**config.mk**
```make
export PLATFORM = sky130hd
export DESIGN_NAME = ps2_scancode_receiver_flat
export DESIGN_NICKNAME = d
export VERILOG_FILES = /design/src/rtl/ps2_scancode_receiver_if.sv /design/src/rtl/ps2_scancode_receiver.sv /design/src/flat_wrapper.sv
export SDC_FILE = /design/constraint.sdc
export NUM_CORES = 1
export LEC_CHECK = 0
export CAP_MARGIN = 30
export CORE_MARGIN = 5
export CORE_UTILIZATION = 50
export DETAILED_ROUTE_END_ITERATION = 8
export PLACE_DENSITY = 0.7
export SLEW_MARGIN = 25
export SYNTH_ARGS = -nofsm -noshare
export SYNTH_HDL_FRONTEND = slang
export SYNTH_SLANG_ARGS = --single-unit
export TNS_END_PERCENT = 10
```
**constraint.sdc**
```tcl
create_clock -name clk -period 5 [get_ports clk]
set_clock_uncertainty 0.2 [all_clocks]
set_input_delay 1.5 -clock clk [delete_from_list [all_inputs] [get_ports clk]]
set_output_delay 1.5 -clock clk [all_outputs]
set_load 0.02 [all_outputs]
```
**src/rtl/ps2_scancode_receiver_if.sv**
```systemverilog
// Signal bundle between the PS/2 debouncer, the scan-code receiver and its consumer.
// The master side drives the filtered PS/2 pair; the slave side is the receiver.
interface ps2_scancode_receiver_if;
    logic       k_clk_f;
    logic       k_data_f;
    logic [7:0] code;
    logic       extended;
    logic       released;
    logic       code_valid;
    logic       frame_error;

    modport master (
        output k_clk_f, k_data_f,
        input  code, extended, released, code_valid, frame_error
    );

    modport slave (
        input  k_clk_f, k_data_f,
        output code, extended, released, code_valid, frame_error
    );
endinterface

```
**src/rtl/ps2_scancode_receiver.sv**
```systemverilog
// PS/2 frame deserialiser.
// It folds the E0/F0 prefixes into flags and emits one key event per make or break code.
//
// state  | meaning
// IDLE   | bus idle, waiting for a start-bit fall
// DATA   | shifting in 8 data bits, LSB first
// PARITY | waiting for the odd-parity bit
// STOP   | waiting for the stop bit, then judging the frame
module ps2_scancode_receiver #(
    parameter int TIMEOUT_CYCLES = 100000
) (
    input  logic                  clk,
    input  logic                  rst_n,
    ps2_scancode_receiver_if.slave bus
);
    localparam logic [16:0] TMO_LAST = 17'(TIMEOUT_CYCLES - 1);

    typedef enum logic [1:0] {IDLE, DATA, PARITY, STOP} state_t;

    state_t      state, state_nx;
    logic        c1, c2, d1, d2;
    logic [2:0]  bit_cnt, bit_cnt_nx;
    logic [7:0]  shreg, shreg_nx;
    logic        par_bit, par_bit_nx;
    logic [16:0] tmo_cnt, tmo_cnt_nx;
    logic        ext_pend, brk_pend;
    logic        fall, frame_good, frame_bad;

    assign fall = c2 & ~c1;

    always_ff @(posedge clk) begin
        if (!rst_n) begin
            state           <= IDLE;
            c1              <= 1'b1;
            c2              <= 1'b1;
            d1              <= 1'b1;
            d2              <= 1'b1;
            bit_cnt         <= '0;
            shreg           <= '0;
            par_bit         <= 1'b0;
            tmo_cnt         <= '0;
            ext_pend        <= 1'b0;
            brk_pend        <= 1'b0;
            bus.code        <= '0;
            bus.extended    <= 1'b0;
            bus.released    <= 1'b0;
            bus.code_valid  <= 1'b0;
            bus.frame_error <= 1'b0;
        end else begin
            c1              <= bus.k_clk_f;
            c2              <= c1;
            d1              <= bus.k_data_f;
            d2              <= d1;
            state           <= state_nx;
            bit_cnt         <= bit_cnt_nx;
            shreg           <= shreg_nx;
            par_bit         <= par_bit_nx;
            tmo_cnt         <= tmo_cnt_nx;
            bus.code_valid  <= 1'b0;
            bus.frame_error <= 1'b0;
            if (frame_good) begin
                if (shreg == 8'hE0) begin
                    ext_pend <= 1'b1;
                end else if (shreg == 8'hF0) begin
                    brk_pend <= 1'b1;
                end else begin
                    bus.code       <= shreg;
                    bus.extended   <= ext_pend;
                    bus.released   <= brk_pend;
                    bus.code_valid <= 1'b1;
                    ext_pend       <= 1'b0;
                    brk_pend       <= 1'b0;
                end
            end else if (frame_bad) begin
                bus.frame_error <= 1'b1;
                ext_pend        <= 1'b0;
                brk_pend        <= 1'b0;
            end
        end
    end

    always_comb begin
        state_nx   = state;
        bit_cnt_nx = bit_cnt;
        shreg_nx   = shreg;
        par_bit_nx = par_bit;
        tmo_cnt_nx = tmo_cnt;
        frame_good = 1'b0;
        frame_bad  = 1'b0;
        case (state)
            IDLE: begin
                tmo_cnt_nx = '0;
                if (fall && !d1) begin
                    state_nx   = DATA;
                    bit_cnt_nx = '0;
                end
            end
            DATA: begin
                if (fall) begin
                    shreg_nx   = {d1, shreg[7:1]};
                    bit_cnt_nx = bit_cnt + 3'd1;
                    if (bit_cnt == 3'd7) state_nx = PARITY;
                end
            end
            PARITY: begin
                if (fall) begin
                    par_bit_nx = d1;
                    state_nx   = STOP;
                end
            end
            STOP: begin
                if (fall) begin
                    state_nx = IDLE;
                    if ((^{shreg, par_bit}) && d1) frame_good = 1'b1;
                    else                          frame_bad  = 1'b1;
                end
            end
            default: state_nx = IDLE;
        endcase

        // Inter-edge watchdog; a fall arriving on the terminal cycle takes precedence.
        if (state != IDLE) begin
            if (fall) begin
                tmo_cnt_nx = '0;
            end else if (tmo_cnt == TMO_LAST) begin
                tmo_cnt_nx = '0;
                state_nx   = IDLE;
                frame_bad  = 1'b1;
            end else begin
                tmo_cnt_nx = tmo_cnt + 17'd1;
            end
        end
    end
endmodule

```
**src/flat_wrapper.sv**
```systemverilog
// flat-port wrapper written by rule: the top's interface ports become plain ports
module ps2_scancode_receiver_flat 
#(
    parameter int TIMEOUT_CYCLES = 100000
)
  (clk, rst_n, bus_k_clk_f, bus_k_data_f, bus_code, bus_extended, bus_released, bus_code_valid, bus_frame_error);
  ps2_scancode_receiver_if bus_i ();
  input  logic clk;
  input  logic rst_n;
  input wire logic [$bits(bus_i.k_clk_f)-1:0] bus_k_clk_f;
  input wire logic [$bits(bus_i.k_data_f)-1:0] bus_k_data_f;
  output wire logic [$bits(bus_i.code)-1:0] bus_code;
  output wire logic [$bits(bus_i.extended)-1:0] bus_extended;
  output wire logic [$bits(bus_i.released)-1:0] bus_released;
  output wire logic [$bits(bus_i.code_valid)-1:0] bus_code_valid;
  output wire logic [$bits(bus_i.frame_error)-1:0] bus_frame_error;
  assign bus_i.k_clk_f = bus_k_clk_f;
  assign bus_i.k_data_f = bus_k_data_f;
  assign bus_code = bus_i.code;
  assign bus_extended = bus_i.extended;
  assign bus_released = bus_i.released;
  assign bus_code_valid = bus_i.code_valid;
  assign bus_frame_error = bus_i.frame_error;
  ps2_scancode_receiver #(.TIMEOUT_CYCLES(TIMEOUT_CYCLES)) u_core (.clk(clk), .rst_n(rst_n), .bus(bus_i));
endmodule
```
==> summary.md, run 1 <==
| Metric | Value |
|---|---|
| Post-synthesis register bit count | `48` |
| Die Footprint | `between 5000 and 6000 µm²` |
| Power per cell area | `265 nW/µm²` |
| Resized cells post-CTS | `0` |
| Share of the core filled with cells | `0.591` |
| Diode insertion count for antenna repair | `0` |
| Fraction of synthesized cell area taken by the top area cell type | `0.447` |
| CTS HTree Levels | `2` |
| Netlist Area Pre-Place | `roughly 2200 µm²` |
| Number of pins exceeding their max-slew limit in the final report | `0` |
| Antenna violations before repair | `0` |
| Vias per inst | `approximately 5.3` |
| Post-synth EDFFs | `0` |
| Minimum hold slack | `0.264 ns` |
| Syn-to-layout area delta | `12.2%` |
| Arrival time worst endpoint | `between 3 and 4 ns` |
| Post-route antenna net violation count | `0` |
| Final net count | `about 250` |
| Fraction of final layout cells with drive strength greater than 1 | `0.0571` |
| Rows | `23` |
| Clock transition at the register clock pins on the worst setup and hold paths after CTS | `roughly 0.090 ns` |
| Weighted congestion reported at the end of routability-driven placement | `0.763` |
| Commonest non-fill, non-tap cell in the layout | `sky130_fd_sc_hd__dfxtp_1` |
| Most area-hungry cell type in the Yosys netlist | `sky130_fd_sc_hd__dfxtp_1` |
| Yosys warns | `0` |
| Share of the clock period used by the worst path after layout | `0.605` |
| Global-route total usage across every layer | `0.152` |
| TritonCTS clock tree | `built` |
| Post-Route Setup TNS | `0 ns` |
| Average cell area after synthesis | `9.32 µm²` |
| Most used DFF post-synth | `sky130_fd_sc_hd__dfxtp_1` |
| Synthesized netlist net count | `about 240` |
| Clk Latency, worst-skew pair | `~0.30 ns` |
| Type of the most critical hold path | `flip-flop to flip-flop` |
| Total clock sinks | `48` |
| Die height | `approximately 76 µm` |
| Global-route wire length before repair | `roughly 6600 µm` |
| Required time at the worst-slack endpoint | `5.01 ns` |
| Transition at the pin with the smallest max-transition slack | `about 0.7 ns` |
| Maximum number of pins on one net before global-route repair | `24` |
| Number of buffers inserted during clock tree synthesis | `5` |
| Maximum operating frequency | `approximately 330 MHz` |
| Drt initial violations | `107` |
| Setup violation total in the final timing report | `0` |
| First-pass DRT Iterations | `4` |
| Sort of element at the start of the critical path | `input port` |
| Root cell of the clock tree | `sky130_fd_sc_hd__clkbuf_8` |
| # placed instances | `287` |
| Final min period | `around 3 ns` |
| Kind of critical path | `input port to flip-flop` |
| Grt total ovfl | `0` |
| Max_slew headroom | `0.532` |
| Total routed wirelength | `between 3000 and 4000 µm` |
| Commonest cells after routing, fill and taps aside | `sky130_fd_sc_hd__dfxtp_1, sky130_fd_sc_hd__nor2_1, sky130_fd_sc_hd__nand2_1, sky130_fd_sc_hd__clkdlybuf4s50_1` |
| DR vias | `about 1600` |
| Vias in the first global route | `~1400` |
| Worst IR Drop VDD | `0.168 mV` |
| DR WL/cell | `approximately 13 µm` |
| Setup repair after global routing missed its margin | `false` |
| Critical Path Fanout Max | `23` |
| Die boundary width | `about 76 µm` |
| Cells after synthesis | `around 230` |
| Status | `finished clean` |
| Initial core utilization | `0.527` |
| Part of the Yosys area used for sequential elements | `0.447` |
| Drc violations | `0` |
| Top-level port count | `16` |
| Number of hold-slack violations in the final timing report | `0` |
| Max-cap violations | `0` |
| Detailed placement HPWL | `2590 µm` |
| Clock buffer depth | `2` |
| Endpoint type of the worst setup path | `flip-flop` |
| Placeable Area | `4090 µm²` |
| Top cells by area, synth | `sky130_fd_sc_hd__dfxtp_1, sky130_fd_sc_hd__nor2_1, sky130_fd_sc_hd__mux2i_1, sky130_fd_sc_hd__nand2_1, sky130_fd_sc_hd__xnor2_1` |
| Number of buffers inserted by port buffering | `15` |
| Number of hold-repair buffers added at the cts stage | `0` |
| Non-filler cells in the finished layout | `about 300` |
| Share of synthesized registers carrying an async set or reset | `0` |
| Number of distinct library cells after synthesis | `42` |
| Static leakage | `around 0.80 nW` |
| Post-CTS setup buffers | `0` |
## state kept, by name, indices dropped and copies added, names as in the netlist, 2 cells and up
| name | cells |
|---|---|
| u_core.tmo_cnt | 17 |
| u_core.bus.code | 8 |
| u_core.shreg | 8 |
| u_core.bit_cnt | 3 |
| u_core.state | 2 |
## metrics by stage
stage                     setup slack (ns)  power, mW  cell area [µm²]
after global placement                1.69      0.409             2320
after floorplan                       2.74      0.404             2150
after global routing                  1.83      0.667             2410
final                                 1.98      0.639             2410
after detailed placement              1.64      0.409             2320
after CTS                             1.95      0.649             2410
## area by class of cell
cell class / instances / area, µm²
inverter: 4 / 15.0
tap: 50 / 62.6
fill: 361 / 1670
clock inverter: 2 / 15.0
multi-input combinational: 170 / 1130
timing repair buffer: 15 / 150
clock buffer: 6 / 82.6
sequential: 48 / 961
## cells by family (layout without fill, tap and decap cells)
group | Yosys count | after routing | share of synthesized area
xor gates and xnor gates | 22 | 22 | 0.113
and+or+nand+nor | 110 | 110 | 0.262
adders and majority gates | 3 | 3 | 0.0174
DFF | 48 | 48 | 0.447
muxes | 11 | 11 | 0.0570
buffers and inverters | 13 | 27 | 0.0291
AOI/OAI and AO/OA | 24 | 24 | 0.0750
## path summary, 6_finish.rpt
path	end	slack [ns]	startpoint	cells after the start
worst max-delay path	u_core.ext_pend	1.98	rst_n	3
worst min-delay path	u_core.tmo_cnt[0]	0.26	u_core.tmo_cnt[0]	1
worst max register to register	u_core.tmo_cnt[14]	2.65	u_core.tmo_cnt[0]	5
worst min register to register	u_core.tmo_cnt[0]	0.26	u_core.tmo_cnt[0]	1
## synth_stat cells, types with 4 or more instances
cell type and instances:
sky130_fd_sc_hd__and3_1 4, sky130_fd_sc_hd__nand2b_1 7, sky130_fd_sc_hd__nor2_1 36, sky130_fd_sc_hd__clkbuf_1 6, sky130_fd_sc_hd__dfxtp_1 48, sky130_fd_sc_hd__mux2i_1 10
sky130_fd_sc_hd__nand2_1 25, sky130_fd_sc_hd__xor2_1 8, sky130_fd_sc_hd__a21oi_1 13, sky130_fd_sc_hd__nand3_1 13, sky130_fd_sc_hd__inv_1 4, sky130_fd_sc_hd__xnor2_1 10
sky130_fd_sc_hd__nand4_1 6
## critical path, cell delays in order
cell                              delay (ns)
sky130_fd_sc_hd__clkdlybuf4s50_1        0.73
sky130_fd_sc_hd__inv_1                  0.44
sky130_fd_sc_hd__o32ai_1                0.35
## metal layers
metal | vias to the layer above | part of all wire | GRT usage
met5 | - | 0 | 0
met4 | 0 | 0.013 | 0.0641
met3 | 4 | 0.039 | 0.0369
met2 | 24 | 0.39 | 0.201
met1 | 699 | 0.56 | 0.231
li1 | 823 | - | -
## power by group
| part | leakage, nW | total (mW) | internal [mW] | switching, mW |
|---|---|---|---|---|
| Combinational | 0.370 | 0.0133 | 0.00475 | 0.00858 |
| Sequential | 0.387 | 0.387 | 0.384 | 0.00311 |
| Clock | 0.0434 | 0.239 | 0.112 | 0.127 |
| Total | 0.801 | 0.639 | 0.500 | 0.139 |
Note: power is estimated with default switching activity, not from simulation.
==> run 2, diff against run 1 <==
--- a/config.mk
+++ b/config.mk
@@ -9,7 +9,7 @@
 export CORE_MARGIN = 5
 export CORE_UTILIZATION = 50
 export DETAILED_ROUTE_END_ITERATION = 8
-export PLACE_DENSITY = 0.7
+export PLACE_DENSITY = 0.72
 export SLEW_MARGIN = 25
 export SYNTH_ARGS = -nofsm -noshare
 export SYNTH_HDL_FRONTEND = slang
==> constraint.sdc (replaced) <==
create_clock -name clk -period 2.46 [get_ports clk]
set_clock_uncertainty 0.2 [all_clocks]
set_input_delay 0.738 -clock clk [delete_from_list [all_inputs] [get_ports clk]]
set_output_delay 0.738 -clock clk [all_outputs]
set_load 0.02 [all_outputs]
==> summary.md, run 2 (synthesis results as in run 1) <==
| Metric | Value |
|---|---|
| Kind of critical path | `flip-flop to primary output (was input port to flip-flop)` |
| Sort of element at the start of the critical path | `flip-flop (was input port)` |
| Rows | `23 (unchanged)` |
| Buf/Inv on CP | `1 (was 2)` |
| Non-filler cells in the finished layout | `304 (was 295)` |
| Vias per inst | `5.24 (was 5.25)` |
| Arrival time worst endpoint | `1.29 ns (was 3.03 ns)` |
| Depth of the worst register-to-register path | `5 (unchanged)` |
| Clk Latency, worst-skew pair | `0.30 ns (about the same)` |
| Detailed placement HPWL | `2830 µm (was 2590 µm)` |
| Diode insertion count for antenna repair | `0 (unchanged)` |
| Post-Route Setup TNS | `0 ns (unchanged)` |
| Worst IR Drop VDD | `0.371 mV (was 0.168 mV)` |
| Critical Path Max Stage Delay | `0.62 ns (was 0.73 ns)` |
| Syn-to-layout area delta | `18.2% (was 12.2%)` |
| Number of buffers inserted by port buffering | `15 (unchanged)` |
| Status | `finished clean (unchanged)` |
| Endpoint type of the worst setup path | `primary output (was flip-flop)` |
| Met2 wire len | `1720 µm (was 1470 µm)` |
| # placed instances | `296 (was 287)` |
| Minimum hold slack | `0.263 ns (was 0.264 ns)` |
| Highest metal layer with signal wires | `met4 (unchanged)` |
| Top flop regs | `u_core.tmo_cnt x17, u_core.bus.code x8, u_core.shreg x8 (unchanged)` |
| Static leakage | `0.879 nW (was 0.801 nW)` |
| Weighted congestion reported at the end of routability-driven placement | `0.767 (was 0.763)` |
| Post-CTS setup buffers | `0 (unchanged)` |
| Placeable Area | `4090 µm² (unchanged)` |
| Flip-flop count of the largest register, all copies and words added | `17 (unchanged)` |
| TritonCTS clock tree | `built (unchanged)` |
| Grt total ovfl | `0 (unchanged)` |
| Register name with the most flops | `u_core.tmo_cnt (unchanged)` |
| Cell family with most CP delay | `buffers and inverters (unchanged)` |
| Number of buffers inserted during clock tree synthesis | `5 (unchanged)` |
| Smallest setup slack after layout | `0.235 ns (was 1.98 ns)` |
| Setup repair after global routing missed its margin | `false (unchanged)` |
| Global-route total usage across every layer | `0.163 (was 0.152)` |
| Critical Path Fanout Max | `2 (was 23)` |
| Total routed wirelength | `4050 µm (was 3770 µm)` |
| Post-route antenna net violation count | `0 (unchanged)` |
| Clock transition at the register clock pins on the worst setup and hold paths after CTS | `0.09 ns (about the same)` |
| Die boundary width | `75.6 µm (unchanged)` |
| CP max stage cell | `sky130_fd_sc_hd__clkdlybuf4s50_1 (unchanged)` |
| Number of hold-repair buffers added at the cts stage | `0 (unchanged)` |
| Power per cell area | `628 nW/µm² (was 265 nW/µm²)` |
| Wire length on met3 | `182 µm (was 146 µm)` |
| Clock buffer depth | `2 (unchanged)` |
| Origin of the worst min-delay path | `u_core.tmo_cnt[0] (unchanged)` |
| DR vias | `1594 (was 1550)` |
| Share of the clock period used by the worst path after layout | `0.905` |
| Required time at the worst-slack endpoint | `1.52 ns (was 5.01 ns)` |
| Die height | `75.6 µm (unchanged)` |
| Final net count | `260 (was 251)` |
| First-pass DRT Iterations | `4 (unchanged)` |
| Max_slew headroom | `0.696 (was 0.532)` |
| Number of fill cells in the layout | `347 (was 361)` |
| Die Footprint | `5720 µm² (unchanged)` |
| Max-cap violations | `0 (unchanged)` |
| DR WL/cell | `13.3 µm (was 12.8 µm)` |
| Number of pins exceeding their max-slew limit in the final report | `0 (unchanged)` |
| CTS HTree Levels | `2 (unchanged)` |
| Fraction of final layout cells with drive strength greater than 1 | `0.0906 (was 0.0571)` |
| Drc violations | `0 (unchanged)` |
| Antenna violations before repair | `0 (unchanged)` |
| Maximum number of pins on one net before global-route repair | `17 (was 24)` |
| Top-level port count | `16 (unchanged)` |
| RR Endpoint | `u_core.ext_pend (was u_core.tmo_cnt[14])` |
| Total clock sinks | `48 (unchanged)` |
| Resized cells post-CTS | `0 (unchanged)` |
| Root cell of the clock tree | `sky130_fd_sc_hd__clkbuf_8 (unchanged)` |
| Maximum operating frequency | `around 450 MHz` |
| Global-route wire length before repair | `7190 µm (was 6620 µm)` |
| Transition at the pin with the smallest max-transition slack | `0.452 ns (was 0.699 ns)` |
| Vias in the first global route | `1509 (was 1416)` |
| Hold Crit Depth | `1 (unchanged)` |
| Commonest non-fill, non-tap cell in the layout | `sky130_fd_sc_hd__dfxtp_1 (unchanged)` |
| Initial core utilization | `0.527 (unchanged)` |
| Hold path endpoint | `u_core.tmo_cnt[0] (unchanged)` |
| Reg2reg setup slack | `0.29 ns (was 2.65 ns)` |
| Commonest cells after routing, fill and taps aside | `sky130_fd_sc_hd__dfxtp_1, sky130_fd_sc_hd__nor2_1, sky130_fd_sc_hd__nand2_1, sky130_fd_sc_hd__clkdlybuf4s50_1 (unchanged)` |
| Drt initial violations | `84 (was 107)` |
| Type of the most critical hold path | `flip-flop to flip-flop (unchanged)` |
| Number of hold-slack violations in the final timing report | `0 (unchanged)` |
| Met1 WL | `2090 µm (was 2100 µm)` |
| R2R Path Start | `u_core.tmo_cnt[14] (was u_core.tmo_cnt[0])` |
| Final min period | `between 2 and 2.5 ns` |
| Pre-CTS WS | `0.307 ns (was 1.64 ns)` |
| Crit path cell chain | `clkdlybuf4s50_1 (was clkdlybuf4s50_1, inv_1, o32ai_1)` |
| Setup violation total in the final timing report | `0 (unchanged)` |
==> run 2: worst max path at each step <==
stage | end | cells past startpoint | slack [ns] | startpoint
2_1_floorplan | u_core.ext_pend | 6 | 0.42 | u_core.tmo_cnt[0]
3_3_place_gp | u_core.ext_pend | 5 | 0.36 | u_core.tmo_cnt[14]
3_5_place_dp | u_core.ext_pend | 5 | 0.31 | u_core.tmo_cnt[7]
4_1_cts | bus_code[6] | 1 | 0.22 | u_core.bus.code[6]
5_1_grt | u_core.tmo_cnt[16] | 7 | 0.09 | u_core.tmo_cnt[0]
6_report | bus_code[5] | 1 | 0.23 | u_core.bus.code[5]
==> run 2: cell type report <==
cell class | instances | area [µm²] | area share
multi-input cells | 170 | 1130 | 0.444
flip-flops and latches | 48 | 961 | 0.378
repair buffers | 24 | 218 | 0.0856
clock inverters | 3 | 90.1 | 0.0354
clock buffers | 5 | 68.8 | 0.0271
well taps | 50 | 62.6 | 0.0246
inverters | 4 | 15.0 | 0.00590
==> run 2: power breakdown <==
group	internal (mW)	total (mW)	switching, mW
registers	0.780	0.783	0.00338
clock network	0.508	0.777	0.269
logic	0.0143	0.0359	0.0215
==> run 2: metal layers <==
layer  vias to the layer above  track usage
li1                        837            -
met3                         7       0.0449
met1                       720        0.238
met2                        30        0.234
met4                         0       0.0524
met5                         -            0
==> run 2: metrics by stage <==
stage / power, mW / cell area, µm² / utilization
final: 1.60 / 2540 / 0.622
after floorplan: 0.822 / 2150 / -
after CTS: 1.61 / 2540 / 0.622
after global routing: 1.65 / 2540 / 0.622
after detailed placement: 0.837 / 2380 / 0.584
after global placement: 0.837 / 2380 / 0.584
==> edit (config.mk and constraints of run 2) <==
Re-encode `state_t` (4 states) as one-hot, 4 bits wide.
--- a/src/rtl/ps2_scancode_receiver.sv
+++ b/src/rtl/ps2_scancode_receiver.sv
@@ -15,7 +15,7 @@
 );
     localparam logic [16:0] TMO_LAST = 17'(TIMEOUT_CYCLES - 1);
 
-    typedef enum logic [1:0] {IDLE, DATA, PARITY, STOP} state_t;
+    typedef enum logic [3:0] {IDLE = 4'b0001, DATA = 4'b0010, PARITY = 4'b0100, STOP = 4'b1000} state_t;
 
     state_t      state, state_nx;
     logic        c1, c2, d1, d2;
Check against the original RTL: same outputs for any inputs over 10 cycles, from zero or initial values and one cycle with rst_n low; not proved beyond that.
==> edit against run 2 <==
Sequential cell count up 2. Fmax down 1.1%. Cell area down 1.5%. Critical path depth unchanged. Synthesized area up 1.7%. Clock power down 43%. Sequential power up 4.1%. Total power down 19%. Routed wire length up 2.9%. Cell count up 3.9%. Die area up 1.5%. Core utilization down 3.9 points. Setup slack worse by 0.025 ns. Critical endpoint is now bus_code[7].
==> edit: results (changes against run 2) <==
| Metric | Value |
|---|---|
| Arrival @ worst endpoint | `1.31 ns (+0.02 ns)` |
| Met1 usage | `19.8% (-4.0 points)` |
| Fillers | `398 (+15%)` |
| Share of layout cells above drive strength 1 | `7.95% (-1.1 points)` |
| Routability cong. | `0.824 (+7.4%)` |
| Outcome | `completed` |
| Grt met2 use | `24.3% (+0.92 points)` |
| DR iter-0 viols | `91 (+8.3%)` |
| Met3 GRT Util | `4.26% (-0.23 points)` |
| Yosys cell types | `41 (-2.4%)` |
| Worst vdd ir | `415 uV (+12%)` |
| Detail Placement HPWL | `2980 um (+5.3%)` |
| Sequential-to-total area share from yosys stat | `45.7% (+1.1 points)` |
| Crit Path Max Fanout | `3 (+1)` |
| Pre-CTS setup slack | `0.296 ns (-0.0108 ns)` |
| Vias in the first global route | `1,607 (+6.5%)` |
| Syn Nets | `250 (+5.0%)` |
| Leak pwr | `0.928 nW (+5.6%)` |
| Top cells by area, synth | `dfxtp_1, nor2_1, xnor2_1, o21ai_0, mux2i_1` |
| Synth cell count leaders | `dfxtp_1, nor2_1, o21ai_0` |
| Vias | `1,710 (+7.3%)` |
| DP Area | `2430 um^2 (+1.7%)` |
| Nets | `271 (+4.2%)` |
| Final wirelength | `4170 um (+2.9%)` |
| Setup crit start | `u_core.bus.code[7]` |
| Worst R2R Start | `u_core.shreg[3]` |
| First-pass GRT wire length | `7360 um (+2.4%)` |
[edit: cell count changes after synthesis, sizes merged, moves of 3 or more]
| cell | run 2 | this run |
|---|---|---|
| buf | 3 | 0 |
| o21ai | 0 | 20 |
| nand2 | 25 | 15 |
| nand2b | 7 | 4 |
| a21oi | 13 | 16 |
| nand3 | 13 | 9 |
[edit: cell type report]
cell class | count | share of cell area, %
sequential | 50 | 40.0
clock inverter | 2 | 0.400
multi-input combinational | 179 | 45.3
timing repair buffer | 22 | 8.09
clock buffer | 5 | 2.75
tap | 52 | 2.60
inverter | 6 | 0.899
[edit: worst paths after layout]
| kind | slack, ns | endpoint |
|---|---|---|
| worst min-delay path | 0.26 | u_core.tmo_cnt[0] |
| worst min register to register | 0.26 | u_core.tmo_cnt[0] |
| worst max-delay path | 0.21 | bus_code[7] |
| worst max register to register | 0.30 | u_core.bus.code[1] |
[edit: logic make-up after synthesis]
family / share of synthesized area (%)
DFF: 45.7
muxes: 4.74
and+or+nand+nor: 23.0
adders and majority gates: 1.71
buffers and inverters: 2.46
AOI/OAI and AO/OA: 11.8
xor gates and xnor gates: 10.6
[edit: where the power goes]
| group | switching (W) | total, W | internal [W] | leakage (nW) |
|---|---|---|---|---|
| Clock | 0.000254 | 0.000446 | 0.000191 | 0.0438 |
| Sequential | 0.00000330 | 0.000815 | 0.000812 | 0.403 |
| Combinational | 0.0000169 | 0.0000290 | 0.0000121 | 0.481 |
[edit: routing by layer]
layer / up-vias / share of wire (%)
met5: - / 0
met4: 0 / 1.5
met3: 6 / 2.8
met2: 14 / 46
met1: 804 / 50
li1: 886 / -
[edit: through the flow]
step	power (W)	hold slack, ns	utilization, %	instances
floorplan	0.000850	0.225	-	243
global placement	0.000863	0.244	56.5	309
detailed placement	0.000864	0.255	56.5	309
CTS	0.00131	0.274	58.3	316
global route	0.00136	0.299	58.3	316
finish	0.00129	0.264	58.3	316
